$ cat src/rtl/bp_bootrom_arb_pkg.sv
// Shared types and constants for the bootrom request arbiter.
// Ports: none (package).
package bp_bootrom_arb_pkg;

    typedef enum logic [2:0] {
        eIdle,
        eIssue,
        eWait,
        eErr,
        eDrain
    } bp_bootrom_arb_state_e;

    // Data bit replicated across the response bus on a timeout error.
    localparam logic bp_bootrom_err_data_bit_lp = 1'b0;

    // clog2 that never returns a zero-width result.
    function automatic int bp_bootrom_safe_clog2(input int n);
        return (n <= 1) ? 1 : $clog2(n);
    endfunction

endpackage

$ cat src/rtl/bsg_arb_round_robin.sv
// Round-robin arbiter: search starts one past the last consumed grant.
// Ports: clk_i, reset_i, grants_en_i, reqs_i, yumi_i -> grants_o, v_o, tag_o.
module bsg_arb_round_robin #(
    parameter int width_p = 2,
    localparam int lg_width_lp = (width_p <= 1) ? 1 : $clog2(width_p)
) (
    input  logic                   clk_i,
    input  logic                   reset_i,
    input  logic                   grants_en_i,
    input  logic [width_p-1:0]     reqs_i,
    output logic [width_p-1:0]     grants_o,
    output logic                   v_o,
    output logic [lg_width_lp-1:0] tag_o,
    input  logic                   yumi_i
);

    localparam logic [lg_width_lp-1:0] last_rst_lp = lg_width_lp'(width_p - 1);

    logic [lg_width_lp-1:0] last_r;
    logic [lg_width_lp-1:0] idx;

    always_comb begin
        grants_o = '0;
        v_o      = 1'b0;
        tag_o    = '0;
        idx      = '0;
        for (int i = 0; i < width_p; i++) begin
            idx = lg_width_lp'((int'(last_r) + 1 + i) % width_p);
            if (!v_o && reqs_i[idx]) begin
                v_o           = 1'b1;
                tag_o         = idx;
                grants_o[idx] = 1'b1;
            end
        end
        if (!grants_en_i) begin
            grants_o = '0;
            v_o      = 1'b0;
        end
    end

    always_ff @(posedge clk_i or posedge reset_i) begin
        if (reset_i) begin
            last_r <= last_rst_lp;
        end else if (yumi_i) begin
            last_r <= tag_o;
        end
    end

endmodule

$ cat src/rtl/bsg_dff_reset_en.sv
// Enabled register with asynchronous active-high reset to a constant.
// Ports: clk_i, reset_i, en_i, data_i[width_p] -> data_o[width_p].
module bsg_dff_reset_en #(
    parameter int width_p = 1,
    parameter logic [width_p-1:0] reset_val_p = '0
) (
    input  logic               clk_i,
    input  logic               reset_i,
    input  logic               en_i,
    input  logic [width_p-1:0] data_i,
    output logic [width_p-1:0] data_o
);

    always_ff @(posedge clk_i or posedge reset_i) begin
        if (reset_i) begin
            data_o <= reset_val_p;
        end else if (en_i) begin
            data_o <= data_i;
        end
    end

endmodule

$ cat src/rtl/bp_bootrom_req_arbiter.sv
// Shares one FIFO-style bootrom read port among num_req_p requesters,
// one transaction at a time, with a watchdog that errors out stalls.
// Ports:
//   req_addr_i/req_size_i/req_v_i -> req_yumi_o   : per-requester requests
//   resp_data_o/resp_err_o/resp_v_o <- resp_ready_and_i : routed responses
//   mem_addr_o/mem_size_o/mem_v_o <- mem_yumi_i   : request to bootrom
//   mem_data_i/mem_v_i -> mem_ready_and_o          : response from bootrom
module bp_bootrom_req_arbiter
    import bp_bootrom_arb_pkg::*;
#(
    parameter int num_req_p        = 2,
    parameter int addr_width_p     = 64,
    parameter int data_width_p     = 64,
    parameter int timeout_cycles_p = 1024
) (
    input  logic                              clk_i,
    input  logic                              reset_i,

    input  logic [num_req_p*addr_width_p-1:0] req_addr_i,
    input  logic [num_req_p*3-1:0]            req_size_i,
    input  logic [num_req_p-1:0]              req_v_i,
    output logic [num_req_p-1:0]              req_yumi_o,

    output logic [data_width_p-1:0]           resp_data_o,
    output logic                              resp_err_o,
    output logic [num_req_p-1:0]              resp_v_o,
    input  logic [num_req_p-1:0]              resp_ready_and_i,

    output logic [addr_width_p-1:0]           mem_addr_o,
    output logic [2:0]                        mem_size_o,
    output logic                              mem_v_o,
    input  logic                              mem_yumi_i,

    input  logic [data_width_p-1:0]           mem_data_i,
    input  logic                              mem_v_i,
    output logic                              mem_ready_and_o
);

    localparam int lg_req_lp = bp_bootrom_safe_clog2(num_req_p);
    localparam int cnt_w_lp  = bp_bootrom_safe_clog2(timeout_cycles_p + 1);
    localparam int latch_w_lp = lg_req_lp + addr_width_p + 3;

    localparam logic [cnt_w_lp-1:0] cnt_last_lp =
        cnt_w_lp'((timeout_cycles_p == 0) ? 0 : timeout_cycles_p - 1);
    localparam logic [cnt_w_lp-1:0] cnt_max_lp = '1;

    bp_bootrom_arb_state_e state_r, state_n;

    logic [cnt_w_lp-1:0]     cnt_r;
    logic [num_req_p-1:0]    arb_grants;
    logic                    arb_v;
    logic [lg_req_lp-1:0]    arb_tag;
    logic                    idle_fire;

    logic [addr_width_p-1:0] sel_addr;
    logic [2:0]              sel_size;
    logic [latch_w_lp-1:0]   latch_d, latch_q;

    logic [lg_req_lp-1:0]    gnt_r;
    logic [addr_width_p-1:0] addr_r;
    logic [2:0]              size_r;
    logic [num_req_p-1:0]    gnt_one_hot;

    logic                    gnt_ready;
    logic                    wait_hs;
    logic                    expire;

    assign idle_fire = (state_r == eIdle) && arb_v;

    // The pointer advances when the grant is consumed; with only one
    // transaction in flight this matches advancing at completion.
    bsg_arb_round_robin #(
        .width_p(num_req_p)
    ) rr (
        .clk_i      (clk_i),
        .reset_i    (reset_i),
        .grants_en_i(state_r == eIdle),
        .reqs_i     (req_v_i),
        .grants_o   (arb_grants),
        .v_o        (arb_v),
        .tag_o      (arb_tag),
        .yumi_i     (idle_fire)
    );

    assign sel_addr = req_addr_i[int'(arb_tag)*addr_width_p +: addr_width_p];
    assign sel_size = req_size_i[int'(arb_tag)*3 +: 3];
    assign latch_d  = {arb_tag, sel_addr, sel_size};

    bsg_dff_reset_en #(
        .width_p(latch_w_lp)
    ) req_latch (
        .clk_i  (clk_i),
        .reset_i(reset_i),
        .en_i   (idle_fire),
        .data_i (latch_d),
        .data_o (latch_q)
    );

    assign {gnt_r, addr_r, size_r} = latch_q;

    assign gnt_one_hot = num_req_p'(1) << gnt_r;
    assign gnt_ready   = |(resp_ready_and_i & gnt_one_hot);
    assign wait_hs     = mem_v_i && gnt_ready;
    assign expire      = (timeout_cycles_p != 0) && (cnt_r == cnt_last_lp);

    always_ff @(posedge clk_i or posedge reset_i) begin
        if (reset_i) begin
            state_r <= eIdle;
        end else begin
            state_r <= state_n;
        end
    end

    // Cleared on issue, counts every eWait cycle without a handshake.
    always_ff @(posedge clk_i or posedge reset_i) begin
        if (reset_i) begin
            cnt_r <= '0;
        end else if (state_r == eIssue && mem_yumi_i) begin
            cnt_r <= '0;
        end else if (state_r == eWait && !wait_hs && cnt_r != cnt_max_lp) begin
            cnt_r <= cnt_r + 1'b1;
        end
    end

    always_comb begin
        state_n = state_r;
        unique case (state_r)
            eIdle: begin
                if (arb_v) state_n = eIssue;
            end
            eIssue: begin
                if (mem_yumi_i) state_n = eWait;
            end
            eWait: begin
                // A handshake on the expiry cycle beats the watchdog.
                if (wait_hs) begin
                    state_n = eIdle;
                end else if (expire) begin
                    state_n = eErr;
                end
            end
            eErr: begin
                if (gnt_ready) state_n = eDrain;
            end
            eDrain: begin
                if (mem_v_i) state_n = eIdle;
            end
            default: state_n = eIdle;
        endcase
    end

    always_comb begin
        req_yumi_o      = '0;
        resp_data_o     = '0;
        resp_err_o      = 1'b0;
        resp_v_o        = '0;
        mem_addr_o      = '0;
        mem_size_o      = '0;
        mem_v_o         = 1'b0;
        mem_ready_and_o = 1'b0;
        unique case (state_r)
            eIdle: begin
                req_yumi_o = arb_grants;
            end
            eIssue: begin
                mem_v_o    = 1'b1;
                mem_addr_o = addr_r;
                mem_size_o = size_r;
            end
            eWait: begin
                mem_ready_and_o = gnt_ready;
                resp_v_o        = mem_v_i ? gnt_one_hot : '0;
                resp_data_o     = mem_v_i ? mem_data_i : '0;
            end
            eErr: begin
                resp_v_o    = gnt_one_hot;
                resp_err_o  = 1'b1;
                resp_data_o = {data_width_p{bp_bootrom_err_data_bit_lp}};
            end
            eDrain: begin
                mem_ready_and_o = 1'b1;
            end
            default: begin
            end
        endcase
        // Outputs are forced quiet while reset is held.
        if (reset_i) begin
            req_yumi_o      = '0;
            resp_data_o     = '0;
            resp_err_o      = 1'b0;
            resp_v_o        = '0;
            mem_addr_o      = '0;
            mem_size_o      = '0;
            mem_v_o         = 1'b0;
            mem_ready_and_o = 1'b0;
        end
    end

endmodule

$ cat config.mk
export PLATFORM = sky130hd
export DESIGN_NAME = bp_bootrom_req_arbiter
export DESIGN_NICKNAME = d
export VERILOG_FILES = /design/src/rtl/bp_bootrom_arb_pkg.sv /design/src/rtl/bsg_arb_round_robin.sv /design/src/rtl/bsg_dff_reset_en.sv /design/src/rtl/bp_bootrom_req_arbiter.sv
export SDC_FILE = /design/constraint.sdc
export NUM_CORES = 1
export LEC_CHECK = 0
export CAP_MARGIN = 20
export CELL_PAD_IN_SITES_DETAIL_PLACEMENT = 0
export CELL_PAD_IN_SITES_GLOBAL_PLACEMENT = 1
export CORE_MARGIN = 2
export CORE_UTILIZATION = 26
export DETAILED_ROUTE_END_ITERATION = 10
export GPL_ROUTABILITY_DRIVEN = 0
export PLACE_DENSITY_LB_ADDON = 0.1
export SYNTH_ARGS = -nofsm -noshare
export SYNTH_HDL_FRONTEND = slang
export SYNTH_SLANG_ARGS = --single-unit
$ cat constraint.sdc
create_clock -name clk_i -period 5.25 [get_ports clk_i]
set_input_delay 0.525 -clock clk_i [delete_from_list [all_inputs] [get_ports clk_i]]
set_output_delay 0.525 -clock clk_i [all_outputs]
set_load 0.02 [all_outputs]
# Yosys cells after proc, flatten, opt, wreduce, memory -nomap -nowiden
# Cells that the tools add are included.
totals:
  reg_bits: 83
  latch_bits: 0
  mem_bits_rw: 0
  mem_bits_ro: 0
  in_bits: 206
  elab_cells: 84
  memories: 0
op_classes:
  addsub: 3
  mul: 1
  n_div: 0
  n_lt_le_gt_ge: 4
  n_eq_ne: 11
  n_shift: 3
  muxes: 42
  bitwise: 2
  reduce_logical: 14
ops:
  columns: ["operator", "n"]
  rows:
  - ["2-to-1 mux 64 bit", 5]
  - ["indexed part select 128 x 8 -> 64 bit", 1]
  - ["2-to-1 mux 3 bit", 8]
  - ["2-to-1 mux 11 bit", 2]
  - ["2-to-1 mux 1 bit", 16]
  - ["one-hot mux 3 bit (5 select lines)", 1]
  - ["2-to-1 mux 2 bit", 6]
  - ["adder 11 x 1 -> 11 bit (second input constant)", 1]
  - ["equality test 11 x 10 -> 1 bit (second input constant)", 1]
  - ["inequality test 11 bit (second input constant)", 1]
  - ["logical AND 1 bit", 8]
  - ["inequality test 2 bit (second input constant)", 4]
  - ["equality test 3 x 2 -> 1 bit (second input constant)", 2]
  - ["indexed part select 6 x 4 -> 3 bit", 1]
  - ["AND reduction 5 bit", 1]
  - ["< comparator 1 x 2 -> 1 bit (second input constant)", 2]
  - ["one-hot mux 2 bit (2 select lines)", 1]
  - ["equality test 3 x 1 -> 1 bit (second input constant)", 1]
  - ["equality test 3 bit (second input constant)", 1]
  - ["logical NOT 3 bit", 1]
  - ["multiplier 1 x 2 -> 3 bit (second input constant)", 1]
  - ["inequality test 3 bit (second input constant)", 1]
  - ["adder 1 bit (second input constant)", 2]
  - ["AND 2 bit", 1]
  - ["other kinds (8)", 11]

# Depth between registers and ports, before layout
depth:
  ltp_word: 10
  ltp_mapped: 7
  ltp_nobuf: 5

# Modules after synthesis
# Synthesis repeated with hierarchy kept, for this count alone.
unflattened:
  cells_unflattened: 479
  area_unflattened_um2: 5285.1
by_module_without_submodules:
  columns: ["mod", "n_inst", "cells_per_inst", "area_each_um2"]
  rows:
  - ["bsg_dff_reset_en", 1, 145, 2618.8]
  - ["bp_bootrom_req_arbiter", 1, 325, 2582.5]
  - ["bsg_arb_round_robin", 1, 9, 83.8]

# Worst setup path before layout
# Ideal clock, no wire load.
synth_timing:
  path_type: "input port to output port"
  from: "input port reset_i"
  to: "output port resp_v_o[1]"
  arrival_ps: 3342
  required_ps: 4725
  path_slack_ps: 1383
  path_stages: 3
  n_path_buf: 0
  cell_sequence: "inv_1 nand2_1 nor4b_1"
synth_via:
  elab_chain_cells: 1
synth_lines:
  columns: ["item", "line", "source"]
  rows:
  - ["from (decl)", "bp_bootrom_req_arbiter.sv:17", "input logic reset_i,"]
  - ["2-to-1 mux 2 bit", "bp_bootrom_req_arbiter.sv:187", "if (reset_i) begin"]
  - ["to (decl)", "bp_bootrom_req_arbiter.sv:26", "output logic [num_req_p-1:0] resp_v_o,"]
# Every way passes these cells.

# Worst setup path in the final report
layout_timing:
  from: "register state_r[1]"
  to: "output port resp_data_o[56]"
layout_via:
  elab_chain_cells: 3
layout_lines:
  columns: ["item", "line", "source"]
  rows:
  - ["from (decl)", "bp_bootrom_req_arbiter.sv:47", "bp_bootrom_arb_state_e state_r, state_n;"]
  - ["from (signal assigned)", "bp_bootrom_req_arbiter.sv:108", "state_r <= eIdle;"]
  - ["from (signal assigned)", "bp_bootrom_req_arbiter.sv:110", "state_r <= state_n;"]
  - ["equality test 3 x 2 -> 1 bit", "bp_bootrom_req_arbiter.sv:161", "unique case (state_r)"]
  - ["2-to-1 mux 64 bit", "bp_bootrom_req_arbiter.sv:161", null]
  - ["2-to-1 mux 64 bit", "bp_bootrom_req_arbiter.sv:187", null]
  - ["to (decl)", "bp_bootrom_req_arbiter.sv:24", "output logic [data_width_p-1:0] resp_data_o,"]
# Every way passes these cells.

==> results by group <==
Synth
  – Synthesized Nets: 756
  – Avg Synthesized Cell Area: 8.89 sq um
  – Synthesis-stage register bit count: 83
  – EDFF count, synth: 0
  – Cell area after synthesis: 4880 sq um
  – Number of distinct library cell variants in the gate-level netlist after synthesis: 36
  – Number of warnings printed during yosys synthesis: 0
  – Portion of the post-synthesis area used by sequential elements: 42.6%
  – Flip-flop cell with the highest count after synthesis: dfrtp_1
  – Number of standard cells after synthesis: 549
  – Async set-reset flop share out of synthesis: 100%

Clock network
  – Clock transition at the registers of the reported paths: 60 ps
  – Clock tree from TritonCTS: yes
  – Number of buffers added to fix hold violations after cts: 0
  – Num CTS Buffers: 9
  – TritonCTS Sinks: 83
  – Longest Clk Path Bufs: 2
  – Later-pin clock latency in the skew report: 340 ps
  – Number of gates given a new drive strength after cts: 0
  – Post-CTS Setup Bufs: 0
  – Level count of the clock H-tree: 3
  – Cell at the root of the clock tree: clkbuf_16

Finish
  – # nets final: 1078
  – Layout cells sized above 1: 3.66%
  – Area overhead of the layout relative to synthesis: 81.0%
  – Area of the multi-input gates: 2640 sq um
  – FILL cells: 1747
  – Antenna cell count: 0
  – Final instance area: 8840 sq um
  – Footprint of the flip-flops and latches: 2080 sq um

STA
  – Hold_ws: 502 ps
  – Final period utilization: 65.8%
  – Unrepaired setup endpoints after global routing: false
  – Fmax: 289 MHz
  – Transition time of the tightest slew-check pin: 902 ps
  – Setup TNS: 0 ps
  – Worst slew slack as a fraction of its limit: 39.9%
  – Final hold violation count: 0
  – Number of setup violations in the final report: 0
  – Post-route clock skew: 5.08 ps
  – Max-slew violations: 0
  – Final Critical Period: 3450 ps

Flow run
  – Max capacitance violation total: 0

Detailed routing
  – Via count of the routed design: 5054
  – Count of nets left with antenna violations after detail routing: 0
  – Overall routed net length: 18700 microns
  – Post-route DRC violation count: 0
  – Number of design-rule violations left by the first detailed-router iteration: 201
  – Mean routed wirelength per cell: 16.9 microns
  – Via density per instance: 4.56
  – Number of detailed-route iterations in the first pass: 6

Worst setup path
  – Required time worst endpoint: 4720 ps
  – Depth of the most critical reg-to-reg path: 5
  – Critical Path Source Type: register
  – Critical Path Start: state_r[1]
  – Worst Setup Path Type: reg -> out
  – Minimum setup slack among reg-to-reg paths: 3030 ps
  – Crit path max fanout: 64
  – Reg-to-Reg Start: rr.last_r
  – Critical path capture point type: primary output
  – Reg-to-reg critical path endpoint: req_latch.data_o[1]
  – Arrival time worst endpoint: 2930 ps

Global route
  – First-pass GRT wire length: 27400 microns
  – Leftover overflow at the end of global routing: 0
  – Via count of the first global-routing pass: 4907
  – Largest net degree at the start of global routing: 81
  – Number of antenna violations at the first check in global routing: 0
  – Total Routing Usage GR: 18.2%

Power and ir drop
  – Highest ir drop seen on vdd: 0.000216 V
  – Leakage component of the power: 3.53 nW
  – Final total power: 3.41 mW
  – Pwr/cell area: 386 nW/um^2

Outcome
  – Run status: finished clean

Hold path
  – Min-Delay Path Depth: 1
  – Worst min path class: reg -> reg
  – Min-Delay Startpoint: cnt_r[10]
  – End of the worst hold path: state_r[0]

Die
  – Initial Util: 26.3%
  – Die Area: 19900 sq um
  – Horizontal die dimension: 141 microns
  – Number of cell rows: 50
  – Placeable Area: 18600 sq um
  – Vertical die dimension: 141 microns
  – Top Ports: 344

Placement
  – Detailed-placement wirelength estimate: 14800 microns
  – Instance area at placement: 8550 sq um
  – Port Buffers: 343
-- critical path, cell delays in order (launching register included) --
cell             delay, ps
dfrtp_1                540
or3b_1                 500
nor3b_4                190
buf_4                  420
and2_1                 240
clkdlybuf4s50_1        690
-- where the power goes --
part           switching, mW  internal, mW  leakage [nW]
combinational          0.908         0.808          2.44
clock                  0.243         0.374         0.141
sequential             0.153         0.926         0.949
-- cell type report --
type | instances | share of cell area [%]
Multi-Input combinational cell | 421 | 29.9
Clock buffer | 11 | 2.75
Inverter | 4 | 0.184
Tap cell | 234 | 3.31
Timing Repair Buffer | 352 | 39.9
Clock inverter | 3 | 0.453
Sequential cell | 83 | 23.5
-- per-layer routing --
metal / vias up / global-route usage, % / routed length, microns
met4: 0 / 6.00 / 368
met3: 17 / 5.88 / 1490
li1: 2493 / - / -
met5: - / 0 / 0
met1: 2329 / 18.9 / 6900
met2: 215 / 34.3 / 9950
-- worst max path at each step --
| stage | endpoint | depth (start not counted) |
|---|---|---|
| 6_report | resp_data_o[56] | 5 |
| 5_1_grt | resp_data_o[56] | 5 |
| 4_1_cts | resp_data_o[56] | 5 |
| 3_5_place_dp | resp_data_o[56] | 5 |
| 3_3_place_gp | resp_data_o[56] | 5 |
| 2_1_floorplan | resp_v_o[1] | 3 |
-- synth_stat cells (3+ instances only) --
master,count,area share [%]
and3_1,4,0.51
o21ai_0,8,0.82
nor3_1,5,0.51
and2_1,131,17
dfrtp_1,82,42
inv_1,4,0.31
nand4_1,3,0.38
nand2b_1,4,0.51
o31ai_1,3,0.46
a21oi_1,78,8.0
buf_1,3,0.23
or4_1,4,0.62
mux2i_1,70,14
nor2_1,73,5.6
nand2_1,11,0.85
clkbuf_1,26,2.0
or3_1,3,0.38
nand3_1,6,0.62
buf_2,11,1.1
-- cells in the final DEF (no fill, tap or decap), types with 2 or more instances in the layout --
cell type / count
nor4_1: 2
or3_1: 3
buf_4: 6
dfrtp_1: 82
o31ai_1: 3
nand3_1: 6
a21oi_1: 77
clkdlybuf4s50_1: 343
buf_12: 2
or4_1: 4
nand2_1: 11
clkbuf_16: 9
inv_1: 3
and3_1: 4
nor3_1: 4
clkinv_2: 3
nand4_1: 3
nand2b_1: 4
mux2_2: 2
and2_1: 131
a31oi_1: 2
mux2i_1: 70
o21ai_0: 8
nor2_1: 72
-- sequential cells by signal, indices dropped and copies added (netlist names) --
signal            count
rr.last_r             1
state_r               3
cnt_r                11
req_latch.data_o     68
-- kinds of logic (layout without fill, tap and decap cells) --
group	count (synthesis)	after routing	synth area share, %
AOI/OAI and AO/OA	95	95	10.1
DFF	83	83	42.6
muxes	72	72	14.8
and+or+nand+nor	253	253	28.3
adders and majority gates	1	1	0.256
buffers and inverters	45	370	3.90
-- stage by stage --
stage,setup slack [ps],util (%),instances
4_1_cts,1780,47.5,1107
6_report,1800,47.6,1108
5_1_grt,1650,47.6,1108
3_5_place_dp,1980,46.0,1093
2_1_floorplan,1380,-,549
3_3_place_gp,2020,45.9,1092
Power figures use the tool's default switching activity.
